<file path="src/rtl/ascon_hash_ctrl.sv">
// ascon_hash_ctrl: Ascon-Hash sponge controller (256-bit digest, 64-bit rate).
// Holds the 320-bit state, sequences the external permutation core via
// perm_clr/perm_start/perm_fin, absorbs a byte-granular stream with 10* padding
// and streams four 64-bit digest words.
// Optional build macro ASCON_HASH_PRECOMP_IV_EN: load the post-init state
// directly and skip the init permutation.
//
// state    | meaning
// ---------+-----------------------------------------------------------
// IDLE     | waiting for start
// LOAD     | write initial state, choose first permutation return
// PCLR     | perm_clr pulse, state presented on perm_state
// PSTART   | perm_start pulse
// PWAIT    | wait for perm_fin, capture result, branch on ret
// ABSORB   | msg_ready high, accept one message word
// PAD      | extra 0x80 block after a full last word
// SQUEEZE  | present digest word x0 until dig_ready
module ascon_hash_ctrl #(
  parameter logic [4:0]  ROUNDS = 5'd12,
  parameter logic [63:0] IV     = 64'h00400c0000000100
) (
  input  logic         clk,
  input  logic         rst,
  input  logic         start,
  output logic         busy,
  input  logic         msg_valid,
  output logic         msg_ready,
  input  logic [63:0]  msg_data,
  input  logic         msg_last,
  input  logic [3:0]   msg_bytes,
  output logic         dig_valid,
  input  logic         dig_ready,
  output logic [63:0]  dig_data,
  output logic         dig_last,
  output logic         perm_clr,
  output logic         perm_start,
  output logic [4:0]   perm_round,
  output logic [319:0] perm_state,
  input  logic [319:0] perm_state_out,
  input  logic         perm_fin
);

  typedef enum logic [2:0] {
    S_IDLE, S_LOAD, S_PCLR, S_PSTART, S_PWAIT, S_ABSORB, S_PAD, S_SQUEEZE
  } state_t;

  typedef enum logic [1:0] {RET_ABS, RET_PAD, RET_SQZ} ret_t;

`ifdef ASCON_HASH_PRECOMP_IV_EN
  localparam logic [319:0] POST_INIT = {64'hee9398aadb67f03d, 64'h8bb21831c60f1002,
                                        64'hb48a92db98d5da62, 64'h43189921b8f8e3e8,
                                        64'h348fa5c9d525e140};
`endif

  localparam logic [63:0] PAD_TOP = 64'h8000000000000000;

  state_t         fsm_q, fsm_d;
  ret_t           ret_q, ret_d;
  logic [319:0]   st_q, st_d;
  logic [1:0]     cnt_q, cnt_d;
  logic           busy_q, busy_d;
  logic           msg_ready_q, msg_ready_d;
  logic           dig_valid_q, dig_valid_d;
  logic [63:0]    dig_data_q, dig_data_d;
  logic           dig_last_q, dig_last_d;
  logic           perm_clr_q, perm_clr_d;
  logic           perm_start_q, perm_start_d;

  logic [3:0]     kk;
  logic [63:0]    last_mask;
  logic [63:0]    last_pad;

  // Mask for the valid bytes of a short last word and the 0x80 pad byte after them
  always_comb begin
    kk        = (msg_bytes > 4'd8) ? 4'd8 : msg_bytes;
    last_mask = '0;
    last_pad  = '0;
    for (int b = 0; b < 8; b++) begin
      if (4'(b) < kk)  last_mask[63-8*b -: 8] = 8'hff;
      if (4'(b) == kk) last_pad[63-8*b -: 8]  = 8'h80;
    end
  end

  // Next-state, state-register and registered-output computation
  always_comb begin
    fsm_d = fsm_q;
    ret_d = ret_q;
    st_d  = st_q;
    cnt_d = cnt_q;
    case (fsm_q)
      S_IDLE: begin
        if (start) fsm_d = S_LOAD;
      end
      S_LOAD: begin
`ifdef ASCON_HASH_PRECOMP_IV_EN
        st_d  = POST_INIT;
        fsm_d = S_ABSORB;
`else
        st_d  = {IV, 256'd0};
        ret_d = RET_ABS;
        fsm_d = S_PCLR;
`endif
      end
      S_PCLR:   fsm_d = S_PSTART;
      S_PSTART: fsm_d = S_PWAIT;
      S_PWAIT: begin
        if (perm_fin) begin
          st_d = perm_state_out;
          case (ret_q)
            RET_PAD: fsm_d = S_PAD;
            RET_SQZ: fsm_d = S_SQUEEZE;
            default: fsm_d = S_ABSORB;
          endcase
        end
      end
      S_ABSORB: begin
        if (msg_valid && msg_ready_q) begin
          fsm_d = S_PCLR;
          if (!msg_last) begin
            st_d[319:256] = st_q[319:256] ^ msg_data;
            ret_d         = RET_ABS;
          end else if (kk == 4'd8) begin
            st_d[319:256] = st_q[319:256] ^ msg_data;
            ret_d         = RET_PAD;
          end else begin
            st_d[319:256] = st_q[319:256] ^ (msg_data & last_mask) ^ last_pad;
            ret_d         = RET_SQZ;
          end
        end
      end
      S_PAD: begin
        st_d[319:256] = st_q[319:256] ^ PAD_TOP;
        ret_d         = RET_SQZ;
        fsm_d         = S_PCLR;
      end
      S_SQUEEZE: begin
        if (dig_ready) begin
          if (cnt_q == 2'd3) begin
            cnt_d = 2'd0;
            fsm_d = S_IDLE;
          end else begin
            cnt_d = cnt_q + 2'd1;
            ret_d = RET_SQZ;
            fsm_d = S_PCLR;
          end
        end
      end
      default: fsm_d = S_IDLE;
    endcase

    busy_d       = (fsm_d != S_IDLE);
    msg_ready_d  = (fsm_d == S_ABSORB);
    dig_valid_d  = (fsm_d == S_SQUEEZE);
    dig_data_d   = (fsm_d == S_SQUEEZE) ? st_d[319:256] : dig_data_q;
    dig_last_d   = (fsm_d == S_SQUEEZE) && (cnt_d == 2'd3);
    perm_clr_d   = (fsm_d == S_PCLR);
    perm_start_d = (fsm_d == S_PSTART);
  end

  // Single register stage for FSM, sponge state and all outputs
  always_ff @(posedge clk) begin
    if (rst) begin
      fsm_q        <= S_IDLE;
      ret_q        <= RET_ABS;
      st_q         <= '0;
      cnt_q        <= 2'd0;
      busy_q       <= 1'b0;
      msg_ready_q  <= 1'b0;
      dig_valid_q  <= 1'b0;
      dig_data_q   <= '0;
      dig_last_q   <= 1'b0;
      perm_clr_q   <= 1'b0;
      perm_start_q <= 1'b0;
    end else begin
      fsm_q        <= fsm_d;
      ret_q        <= ret_d;
      st_q         <= st_d;
      cnt_q        <= cnt_d;
      busy_q       <= busy_d;
      msg_ready_q  <= msg_ready_d;
      dig_valid_q  <= dig_valid_d;
      dig_data_q   <= dig_data_d;
      dig_last_q   <= dig_last_d;
      perm_clr_q   <= perm_clr_d;
      perm_start_q <= perm_start_d;
    end
  end

  assign busy       = busy_q;
  assign msg_ready  = msg_ready_q;
  assign dig_valid  = dig_valid_q;
  assign dig_data   = dig_data_q;
  assign dig_last   = dig_last_q;
  assign perm_clr   = perm_clr_q;
  assign perm_start = perm_start_q;
  assign perm_round = ROUNDS;
  assign perm_state = st_q;

endmodule

</file>
<file path="config.mk">
export PLATFORM = sky130hd
export DESIGN_NAME = ascon_hash_ctrl
export DESIGN_NICKNAME = d
export VERILOG_FILES = /design/src/rtl/ascon_hash_ctrl.sv
export SDC_FILE = /design/constraint.sdc
export NUM_CORES = 1
export LEC_CHECK = 0
export ABC_AREA = 1
export CAP_MARGIN = 10
export CORE_AREA = 2 2 304 306
export CTS_BUF_LIST = sky130_fd_sc_hd__clkbuf_8
export DETAILED_ROUTE_END_ITERATION = 8
export DIE_AREA = 0 0 306 308
export PLACE_DENSITY_LB_ADDON = 0.05
export SYNTH_ARGS = -nofsm -noshare
export SYNTH_HDL_FRONTEND = slang
export SYNTH_SLANG_ARGS = --single-unit
</file>
<file path="constraint.sdc">
create_clock -name clk -period 2.06 [get_ports clk]
set_input_delay 0.206 -clock clk [delete_from_list [all_inputs] [get_ports clk]]
set_output_delay 0.206 -clock clk [all_outputs]
set_load 0.05 [all_outputs]
</file>
==> results.cfg <==
[setup_path]
cp_max_fo = 18
rr_worst_depth = 10
worstSetupPathType = flop to flop
cp-end-kind = flop
cp-start-kind = flop
cp.arrival_ns = 2.52
required_ns = 2.66

[sta]
period_share_pct = 93.4
relSlewSlack_pct = 47.5
finalHoldViolCount = 0
clock.fmax_mhz = 520
worst_slack_ns = 0.135
finalSetupTns_ns = 0
tightest_slew_ns = 0.788
hold_ws_ns = 0.0854
final_max_slew_viol_count = 0
layout_min_cycle_time_ns = 1.92
finalSetupViolCount = 0
finalClockSkew_ns = 0.0350
rsz0062_at_grt = yes

[floorplan]
rows = 111
start_util_pct = 18.5
dieWidth_um = 306
io_pins = 790
die_h_um = 308
die_area_um2 = 94200
core-area_um2 = 91000

[global_routing]
grt_pass1_vias = 19700
grt_max_degree = 119
grt_antenna_before_repair = 18
gr-total-overflow = 0
grtUsageTotal_pct = 19.0
grt_pass1_wl_mm = 134

[finish]
stdcell_count = 4450
syn2layout_area_growth_pct = 67.0
fillers = 9854
fin_util_pct = 30.9
drive_above_1_share_pct = 9.64
final_cell_area_um2 = 28100
nets = 3595

[clock_tree]
clock-sinks = 397
htreeDepth = 3
cts_buffers = 82
clkLatencyLatePin_ns = 0.67
clockBufferDepth = 3
clkTransAtPathRegs_ns = 0.06
cts_tree = built
ctsRootBufferMaster = clkbuf_8

[yosys]
ys_ff_latch = 397
synthSimpleGateAreaFrac_pct = 26.7
synth_top_family_by_area = simple AND/OR/NAND/NOR gates
syn-instance-count = 2372
synth_compound_area_share_pct = 18.1
synthTopCellsByArea = dfxtp_1 47%, nand2_1 12%, a21oi_1 12%
synth_top_area_share_pct = 47.2
synth_cell_type_count = 40
synth_edf_count = 0
muxShareOfSynthArea_pct = 0.0594
synth_largest_area_cell = dfxtp_1
synth-adder-area-share_pct = 0.149
synth-warning-count = 0
async_reset_ff_share_pct = 0
synth_xor_area_share_pct = 0.156
syn_area_um2 = 16800
ys.flop_type = dfxtp_1
synth_area_per_cell_um2 = 7.10
seq_area_frac_synth_pct = 47.2

[drt]
drt_pass1_iterations = 5
ant_nets = 0
wl_mm = 93.9
routed_via_density = 4.41
vias = 19600
drt_iter0_drc = 959
wl_per_cell_um = 21.1
drc = 0

[placement]
pre_cts_ws_ns = -0.275
placed_cells = 4276
numPortBuffers = 784
dp_hpwl_mm = 69.2
placedInstanceArea_um2 = 26600
gp_congestion = 0.820

[pwr]
pwr-share-clk_pct = 39.5
seq_power_share_pct = 38.3
finalPower_mw = 21.5
p_sw_share_pct = 33.2
p_per_area_nw_per_um2 = 763
pwr-share-comb_pct = 22.2
irDropWorstVdd_mv = 0.411
p_leak_nw = 11.8
power.switching_mw = 7.13
p_int_mw = 14.3

[status]
status = complete, no violations

[hold_path]
min_path_type = input port to flop
holdPathStages = 3

[job]
cap_violations = 0
==> registers in the layout, summed over array words and instances, names as in the netlist <==
| signal | cells |
|---|---|
| busy | 1 |
| cnt_q | 2 |
| dig_data | 64 |
| dig_last | 1 |
| dig_valid | 1 |
| fsm_q | 3 |
| msg_ready | 1 |
| perm_clr | 1 |
| perm_start | 1 |
| perm_state | 320 |
| ret_q | 2 |
==> final timing paths <==
| path | from | endpoint | slack (ns) |
|---|---|---|---|
| worst min-delay path | perm_state_out[146] | perm_state[146]$_SDFFE_PP0P_ | 0.09 |
| worst max-delay path | msg_ready$_SDFF_PP0_ | dig_data[4]$_SDFFE_PP0P_ | 0.14 |
| worst min register to register | perm_state[213]$_SDFFE_PP0P_ | perm_state[213]$_SDFFE_PP0P_ | 0.47 |
| worst max register to register | msg_ready$_SDFF_PP0_ | dig_data[4]$_SDFFE_PP0P_ | 0.14 |
==> layer usage <==
metal	up-vias	share of wire (%)	track usage, %
li1	9574	-	-
met2	634	50	33.5
met5	-	0.13	0
met4	18	2.4	5.84
met3	132	8.0	6.35
met1	9288	40	21.7
==> critical path, stage by stage (launching register included) <==
cell and delay (ns):
dfxtp_1 0.39, nand2_2 0.16, buf_4 0.18, inv_2 0.11
buf_12 0.17, nand3_1 0.19, a21oi_1 0.16, o21ai_0 0.09
a31oi_1 0.16, inv_1 0.08, a21oi_1 0.13
==> placed cells by master, fill, tap and decap left out, types with 3 or more instances in the layout <==
| cell type | instances |
|---|---|
| nand2_1 | 556 |
| a21oi_1 | 398 |
| dfxtp_1 | 395 |
| clkdlybuf4s50_1 | 393 |
| dlygate4sd2_1 | 345 |
| nand3_1 | 333 |
| o21ai_0 | 172 |
| inv_1 | 142 |
| buf_4 | 136 |
| nor2_1 | 112 |
| clkbuf_8 | 104 |
| buf_12 | 32 |
| nand4_1 | 23 |
| dlygate4sd3_1 | 21 |
| nor3_1 | 10 |
| diode_2 | 8 |
| o21bai_1 | 7 |
| clkinv_2 | 7 |
| inv_2 | 6 |
| a31oi_1 | 6 |
| conb_1 | 5 |
| nand2_2 | 4 |
| a211oi_1 | 4 |
| and2_1 | 4 |
| inv_6 | 3 |
| nor2_2 | 3 |
| xnor2_1 | 3 |
| a221oi_1 | 3 |
==> power by group through the flow <==
stage               Clock (mW)  Sequential [mW]  Combinational [mW]
floorplan                    0             9.27                1.60
global placement             0             8.39                4.93
finish                    8.47             8.22                4.76
CTS                       8.87             8.22                4.83
global route              9.24             8.26                5.17
detailed placement           0             8.39                4.93
==> logic make-up (layout without fill, tap and decap cells) <==
| family | Yosys count | count (layout) |
|---|---|---|
| DFF | 397 | 397 |
| AOI/OAI and AO/OA | 596 | 596 |
| other | 2 | 13 |
| adders and majority gates | 2 | 2 |
| xor gates and xnor gates | 3 | 3 |
| and+or+nand+nor | 1055 | 1055 |
| muxes | 1 | 1 |
| buffers and inverters | 316 | 1197 |
==> cells in the mapped netlist (2+ instances only) <==
| cell type | count |
|---|---|
| nand2_1 | 559 |
| a21oi_1 | 398 |
| dfxtp_1 | 397 |
| nand3_1 | 333 |
| o21ai_0 | 172 |
| clkbuf_1 | 134 |
| inv_1 | 118 |
| nor2_1 | 114 |
| buf_2 | 30 |
| nand4_1 | 23 |
| buf_1 | 15 |
| buf_4 | 10 |
| nor3_1 | 10 |
| o21bai_1 | 7 |
| a31oi_1 | 6 |
| inv_2 | 5 |
| a211oi_1 | 4 |
| and2_1 | 4 |
| a221oi_1 | 3 |
| xnor2_1 | 3 |
| buf_6 | 2 |
| conb_1 | 2 |
| ha_1 | 2 |
| nand2_2 | 2 |
| nor2_2 | 2 |
| nor4_1 | 2 |
| o211ai_1 | 2 |
==> repair_timing <==
item                                    in CTS  in global routing
endpoints found under the setup margin     376                 72
hold buffers                                21                  0
endpoints found under the hold margin       37                  0
resized for setup                          347                  7
setup buffers                                0                  1
gates cloned                                 0                  2
pin swaps                                    0                  1
==> cell type report <==
cell class | count | area (µm²) | area share [%]
Timing Repair Buffer | 930 | 8890 | 31.6
Sequential cell | 397 | 7950 | 28.3
Multi-Input combinational cell | 1662 | 7660 | 27.2
Tap cell | 1186 | 1480 | 5.28
Clock buffer | 104 | 1430 | 5.09
Inverter | 125 | 484 | 1.72
Clock inverter | 38 | 204 | 0.725
Antenna cell | 8 | 20.0 | 0.0712
No activity file was read; power rests on OpenSTA's default activity.
